**config.mk**
```make
export PLATFORM = sky130hd
export DESIGN_NAME = tail_light_seq
export DESIGN_NICKNAME = d
export VERILOG_FILES = /design/src/rtl/tail_light_pkg.sv /design/src/rtl/tail_light_tick.sv /design/src/rtl/tail_light_seq.sv
export SDC_FILE = /design/constraint.sdc
export NUM_CORES = 1
export LEC_CHECK = 0
export BUFFER_PORTS_ARGS = -buffer_cell sky130_fd_sc_hd__buf_2
export CAP_MARGIN = 10
export CORE_MARGIN = 3
export CORE_UTILIZATION = 45
export DETAILED_ROUTE_END_ITERATION = 16
export PLACE_DENSITY_LB_ADDON = 0.05
export SYNTH_ARGS = -nofsm -noshare
export SYNTH_HDL_FRONTEND = slang
export SYNTH_HIERARCHICAL = 1
export SYNTH_SLANG_ARGS = --single-unit
export TNS_END_PERCENT = 20
```
**constraint.sdc**
```tcl
create_clock -name clk -period 2.7 [get_ports clk]
set_clock_uncertainty 0.1 [all_clocks]
set_input_delay 0.135 -clock clk [delete_from_list [all_inputs] [get_ports clk]]
set_output_delay 0.135 -clock clk [all_outputs]
set_load 0.05 [all_outputs]
```
**src/rtl/tail_light_pkg.sv**
```systemverilog
// Shared types and helpers for the rear-lamp sequencer.
// TAIL_LIGHT_ALARM_EN adds the ALARM state to the state enum.
package tail_light_pkg;

  localparam int TL_MAX_LAMPS = 32;

`ifdef TAIL_LIGHT_ALARM_EN
  typedef enum logic [2:0] {
    IDLE   = 3'd0,
    TURN_L = 3'd1,
    TURN_R = 3'd2,
    HAZARD = 3'd3,
    ALARM  = 3'd4
  } tl_state_t;
`else
  typedef enum logic [2:0] {
    IDLE   = 3'd0,
    TURN_L = 3'd1,
    TURN_R = 3'd2,
    HAZARD = 3'd3
  } tl_state_t;
`endif

  // Thermometer mask with the lowest s bits set; callers slice to LAMPS.
  function automatic logic [TL_MAX_LAMPS-1:0] thermo(input int unsigned s);
    logic [TL_MAX_LAMPS-1:0] one_v;
    one_v = {{(TL_MAX_LAMPS-1){1'b0}}, 1'b1};
    return (one_v << s) - one_v;
  endfunction

endpackage

```
**src/rtl/tail_light_tick.sv**
```systemverilog
// Step prescaler: pulses tick every DIV enabled cycles, restarts on clear.
module tail_light_tick #(
  parameter int DIV = 4
) (
  input  logic clk,
  input  logic reset_n,
  input  logic clear,
  input  logic enable,
  output logic tick
);

  localparam int PW = (DIV > 1) ? $clog2(DIV) : 1;

  generate
    if (DIV == 1) begin : g_nodiv
      logic unused_s;
      assign unused_s = ^{clk, reset_n, clear};
      assign tick     = enable;
    end else begin : g_div
      localparam logic [PW-1:0] P_LAST = PW'(DIV - 1);
      localparam logic [PW-1:0] P_ONE  = PW'(1);
      logic [PW-1:0] p_r;

      assign tick = enable && (p_r == P_LAST);

      // Prescaler count: wraps at the tick, forced to zero by clear.
      always_ff @(posedge clk) begin
        if (!reset_n) begin
          p_r <= {PW{1'b0}};
        end else if (clear) begin
          p_r <= {PW{1'b0}};
        end else if (enable) begin
          p_r <= tick ? {PW{1'b0}} : (p_r + P_ONE);
        end else begin
          p_r <= p_r;
        end
      end
    end
  endgenerate

endmodule

```
**src/rtl/tail_light_seq.sv**
```systemverilog
// Rear-lamp sequencer: turn sweep, brake/fog on the idle side, hazard mode.
// TAIL_LIGHT_ALARM_EN enables the alarm blink state.
module tail_light_seq
  import tail_light_pkg::*;
#(
  parameter int LAMPS = 3,
  parameter int DIV   = 4
) (
  input  logic             clk,
  input  logic             reset_n,
  input  logic             left,
  input  logic             right,
  input  logic             brake,
  input  logic             fog,
  input  logic             alarm,
  output logic [LAMPS-1:0] l_lamp,
  output logic [LAMPS-1:0] r_lamp,
  output logic             busy
);

  localparam int SW = $clog2(LAMPS + 1);
  localparam logic [SW-1:0] S_ZERO = {SW{1'b0}};
  localparam logic [SW-1:0] S_ONE  = SW'(1);
  localparam logic [SW-1:0] S_LAST = SW'(LAMPS);
  localparam logic [LAMPS-1:0] ALL_ON  = {LAMPS{1'b1}};
  localparam logic [LAMPS-1:0] ALL_OFF = {LAMPS{1'b0}};
  localparam logic [LAMPS-1:0] INNER   = LAMPS'(1);

  tl_state_t state_r, state_next_s, req_state_s;
  logic [SW-1:0] s_r, s_next_s;
  logic tick_s, clear_s, enable_s;
  logic [TL_MAX_LAMPS-1:0] thermo_s;
  logic [LAMPS-1:0] sweep_s, static_s, l_next_s, r_next_s;
  logic phase_next_s;

`ifdef TAIL_LIGHT_ALARM_EN
  logic phase_r;
`else
  logic alarm_unused_s;
  assign alarm_unused_s = alarm;
`endif

  assign enable_s = (state_r != IDLE);
  assign clear_s  = (state_r == IDLE) || (state_next_s != state_r);

  tail_light_tick #(.DIV(DIV)) u_tick (
    .clk     (clk),
    .reset_n (reset_n),
    .clear   (clear_s),
    .enable  (enable_s),
    .tick    (tick_s)
  );

  // Request priority as seen at a decision point.
  always_comb begin
    req_state_s = IDLE;
`ifdef TAIL_LIGHT_ALARM_EN
    if (alarm) req_state_s = ALARM;
    else
`endif
    if (left && right) req_state_s = HAZARD;
    else if (left)     req_state_s = TURN_L;
    else if (right)    req_state_s = TURN_R;
    else               req_state_s = IDLE;
  end

  // Next state and step; sweep decisions only happen at the end of the gap.
  always_comb begin
    state_next_s = state_r;
    s_next_s     = s_r;
    case (state_r)
      IDLE: begin
        state_next_s = req_state_s;
        s_next_s     = (req_state_s == IDLE) ? S_ZERO : S_ONE;
`ifdef TAIL_LIGHT_ALARM_EN
        if (req_state_s == ALARM) s_next_s = S_ZERO;
        else s_next_s = s_next_s;
`endif
      end
      TURN_L, TURN_R, HAZARD: begin
`ifdef TAIL_LIGHT_ALARM_EN
        if (alarm) begin
          state_next_s = ALARM;
          s_next_s     = S_ZERO;
        end else
`endif
        if (tick_s) begin
          if (s_r == S_ZERO) begin
            state_next_s = req_state_s;
            s_next_s     = (req_state_s == IDLE) ? S_ZERO : S_ONE;
          end else if (s_r == S_LAST) begin
            s_next_s = S_ZERO;
          end else begin
            s_next_s = s_r + S_ONE;
          end
        end else begin
          state_next_s = state_r;
          s_next_s     = s_r;
        end
      end
`ifdef TAIL_LIGHT_ALARM_EN
      ALARM: begin
        state_next_s = alarm ? ALARM : IDLE;
        s_next_s     = S_ZERO;
      end
`endif
      default: begin
        state_next_s = IDLE;
        s_next_s     = S_ZERO;
      end
    endcase
  end

  // Blink phase: starts on at alarm entry, toggles every step.
  always_comb begin
    phase_next_s = 1'b0;
`ifdef TAIL_LIGHT_ALARM_EN
    if (state_next_s == ALARM) begin
      if (state_r != ALARM) phase_next_s = 1'b1;
      else if (tick_s)      phase_next_s = ~phase_r;
      else                  phase_next_s = phase_r;
    end else begin
      phase_next_s = 1'b0;
    end
`endif
  end

  // Lamp drive computed from the upcoming state so outputs follow the same edge.
  always_comb begin
    thermo_s = thermo(32'(s_next_s));
    sweep_s  = thermo_s[LAMPS-1:0];
    if (brake)    static_s = ALL_ON;
    else if (fog) static_s = INNER;
    else          static_s = ALL_OFF;
    l_next_s = static_s;
    r_next_s = static_s;
    case (state_next_s)
      IDLE:   begin l_next_s = static_s; r_next_s = static_s; end
      TURN_L: begin l_next_s = sweep_s;  r_next_s = static_s; end
      TURN_R: begin l_next_s = static_s; r_next_s = sweep_s;  end
      HAZARD: begin l_next_s = sweep_s;  r_next_s = sweep_s;  end
`ifdef TAIL_LIGHT_ALARM_EN
      ALARM: begin
        l_next_s = phase_next_s ? ALL_ON : ALL_OFF;
        r_next_s = phase_next_s ? ALL_ON : ALL_OFF;
      end
`endif
      default: begin l_next_s = ALL_OFF; r_next_s = ALL_OFF; end
    endcase
  end

  // State, step and registered outputs.
  always_ff @(posedge clk) begin
    if (!reset_n) begin
      state_r <= IDLE;
      s_r     <= S_ZERO;
      l_lamp  <= ALL_OFF;
      r_lamp  <= ALL_OFF;
      busy    <= 1'b0;
`ifdef TAIL_LIGHT_ALARM_EN
      phase_r <= 1'b0;
`endif
    end else begin
      state_r <= state_next_s;
      s_r     <= s_next_s;
      l_lamp  <= l_next_s;
      r_lamp  <= r_next_s;
      busy    <= (state_next_s != IDLE);
`ifdef TAIL_LIGHT_ALARM_EN
      phase_r <= phase_next_s;
`endif
    end
  end

endmodule
```
==> results.txt <==
Worst flop-to-flop path startpoint: state_r[2]$_SDFF_PN0_
Area contributors post-synth: dfxtp_1, ha_1, nand2b_1
Worst-path clk slew: 0.08 ns
Most frequent cells in the layout: dfxtp_1, buf_2, nor2_1
Post-Syn Instances: 77
Port Buf Inserts: 12
Grt ovf: 0
Post-CTS sizing: 0
Multi-input combinational cell area: 407 sq um
Ant. Diodes: 0
Clk sinks: 14
Die Height: 46.0 um
Synth cell types: 34
Slew Viols, Final: 0
Post-layout nets: 103
EDFF count, synth: 0
Sequential area share after synthesis: 38.9%
Worst reg2reg path depth: 7
Ports: 14
Synthesized net count: 88
H-tree levels: 1
First-pass GRT wire length: 2310 um
Starting Density: 51.5%
Reg area: 280 sq um
Vias in the first global route: 547
Top FF cell, synth: dfxtp_1
Hold Crit Endpoint: r_lamp[1]$_SDFF_PN0_
Initial DRC Count: 5
Finished Layout Cells: 106
Cell count of the worst hold path: 2
Initial antenna violation count: 0
TNS Setup: 0 ns
WS Path Type: reg -> reg
Synth top area share: 38.9%
Worst-case vdd ir drop: 0.299 mV
WP data required: 2.80 ns
CTS tree: done
DRC viols: 0
Worst min-delay path class: in -> reg
Vias post-DR: 578
Cell Chain, Critical Path: inv_1 > nand2_1 > and2_1 > a21boi_0 > o22ai_1 > nor3_1 > a311oi_1
Startpoint types: register
Final hold violations: 0
Register bit count reported by yosys: 14
Most common cell after layout, fill and taps aside: dfxtp_1
Fraction of final layout cells sized beyond drive strength 1: 23.1%
Placed insts: 102
WL final: 1360 um
Yosys warnings: 6
Total core area: 1400 sq um
Largest net degree at the start of global routing: 11
Fmax: 466 MHz
WP data arrival: 2.25 ns
Final period utilization: 79.6%
CTS Buffer Depth: 2
Crit Reg-Reg Endpoint: l_lamp[0]$_SDFF_PN0_
Wire per inst: 12.8 um
FFs w/ async S/R, synth: 0%
Minimum clock period after layout: 2.15 ns
Maxcap violations: 0
Hold_buf cts: 0
Row count: 13
TritonCTS Buffers: 3
Final Wtd Congestion: 0.740
Root buffer cell: clkbuf_4
Clk_lat worst skew: 0.28 ns
Minimum hold slack: 0.0391 ns
CP Max Fanout: 10
Final setup vio count: 0
Die width: 46.0 um
Pwr dens: 560 nW/um^2
Max incr delay on CP: 0.53 ns
Syn avg cell area: 9.36 sq um
Detail-routed via count per cell: 5.45
Worst reg-to-reg setup slack: 0.55 ns
Die area: 2120 sq um
Post-detail-place hpwl: 982 um
Pleak: 0.348 nW
CP bufs+invs: 1
Kind of cell adding the most delay to the critical path: compound AO/OA/AOI/OAI gates
HP Start: reset_n
Antenna-violating nets left: 0
Post CTS Setup Buffer Count: 0
Slowest stage cell, crit path: dfxtp_1
Yosys top cell by area: dfxtp_1
Fill count: 133
Pre-antenna DRT Iters: 4
Synth Cell Area: 721 sq um
Status: finished clean
Endpoint type of the worst setup path: register
Total GRT Usage: 15.5%
RSZ-0062 raised after global routing: no
Synth-to-Final Area Change: 13.9%
worst register-to-register path: cells and delay by family, from the launching register on:
kind,cells,cell delay [ns]
AO/OA/AOI/OAI,3,0.77
AND/OR/NAND/NOR,3,0.56
flip-flops,1,0.53
buffers and inverters,1,0.10
layout make-up:
class                   count  share of cell area, %
clock buffers               4                   4.42
multi-input cells          56                   49.5
flip-flops and latches     14                   34.1
repair buffers             12                   7.32
well taps                  15                   2.29
inverters                   5                   2.29
synthesized netlist by cell type, types with 2 or more instances:
library cell	number
dfxtp_1	14
nor2_1	7
inv_1	5
nand2b_1	5
ha_1	4
nor3_1	4
a21oi_1	3
mux2i_1	3
a311oi_1	2
and2_1	2
nand2_1	2
nand3_1	2
o21a_1	2
o22ai_1	2
through the flow:
| step | setup slack (ns) | util [%] | power (mW) | cell area (sq um) |
|---|---|---|---|---|
| after global routing | 0.234 | 58.7 | 0.488 | 821 |
| final | 0.552 | 58.7 | 0.460 | 821 |
| after detailed placement | 0.563 | 56.1 | 0.318 | 785 |
| after CTS | 0.530 | 58.7 | 0.465 | 821 |
| after global placement | 0.575 | 56.1 | 0.317 | 785 |
| after floorplan | 0.829 | - | 0.296 | 721 |
worst max path at each step:
| stage | end | cells after the start | startpoint | slack, ns |
|---|---|---|---|---|
| 2_1_floorplan | r_lamp[2]$_SDFF_PN0_ | 8 | state_r[2]$_SDFF_PN0_ | 0.83 |
| 3_3_place_gp | l_lamp[0]$_SDFF_PN0_ | 7 | state_r[1]$_SDFF_PN0_ | 0.58 |
| 3_5_place_dp | l_lamp[0]$_SDFF_PN0_ | 7 | state_r[1]$_SDFF_PN0_ | 0.56 |
| 4_1_cts | l_lamp[0]$_SDFF_PN0_ | 7 | state_r[2]$_SDFF_PN0_ | 0.53 |
| 5_1_grt | l_lamp[0]$_SDFF_PN0_ | 7 | state_r[2]$_SDFF_PN0_ | 0.23 |
| 6_report | l_lamp[0]$_SDFF_PN0_ | 7 | state_r[2]$_SDFF_PN0_ | 0.55 |
sequential cells by signal, indices dropped and copies added (netlist names):
register	cells
l_lamp	3
s_r	2
state_r	3
r_lamp	3
busy	1
u_tick/g_div.p_r	2
metal layers:
| metal | part of all wire [%] | routed length, um | vias to the layer above | track usage (%) |
|---|---|---|---|---|
| met1 | 49 | 658 | 256 | 19.7 |
| li1 | - | - | 304 | - |
| met5 | 0 | 0 | - | 0 |
| met3 | 5.9 | 80 | 4 | 7.11 |
| met2 | 44 | 600 | 14 | 22.0 |
| met4 | 1.1 | 15 | 0 | 6.82 |
report_power, final:
| part | switching [mW] | leakage, nW | internal [mW] |
|---|---|---|---|
| clock network | 0.0640 | 0.0210 | 0.0821 |
| logic | 0.0597 | 0.211 | 0.0298 |
| registers | 0.00669 | 0.116 | 0.218 |
| total | 0.130 | 0.348 | 0.330 |
kinds of logic after synthesis:
family,Yosys count,share of synthesized area [%]
xor gates and xnor gates,1,1.22
adders and majority gates,4,6.94
and+or+nand+nor,26,19.6
muxes,3,4.17
DFF,14,38.9
buffers and inverters,7,4.69
other,1,0.520
AOI/OAI and AO/OA,21,24.0
No activity file was read; power rests on OpenSTA's default activity.
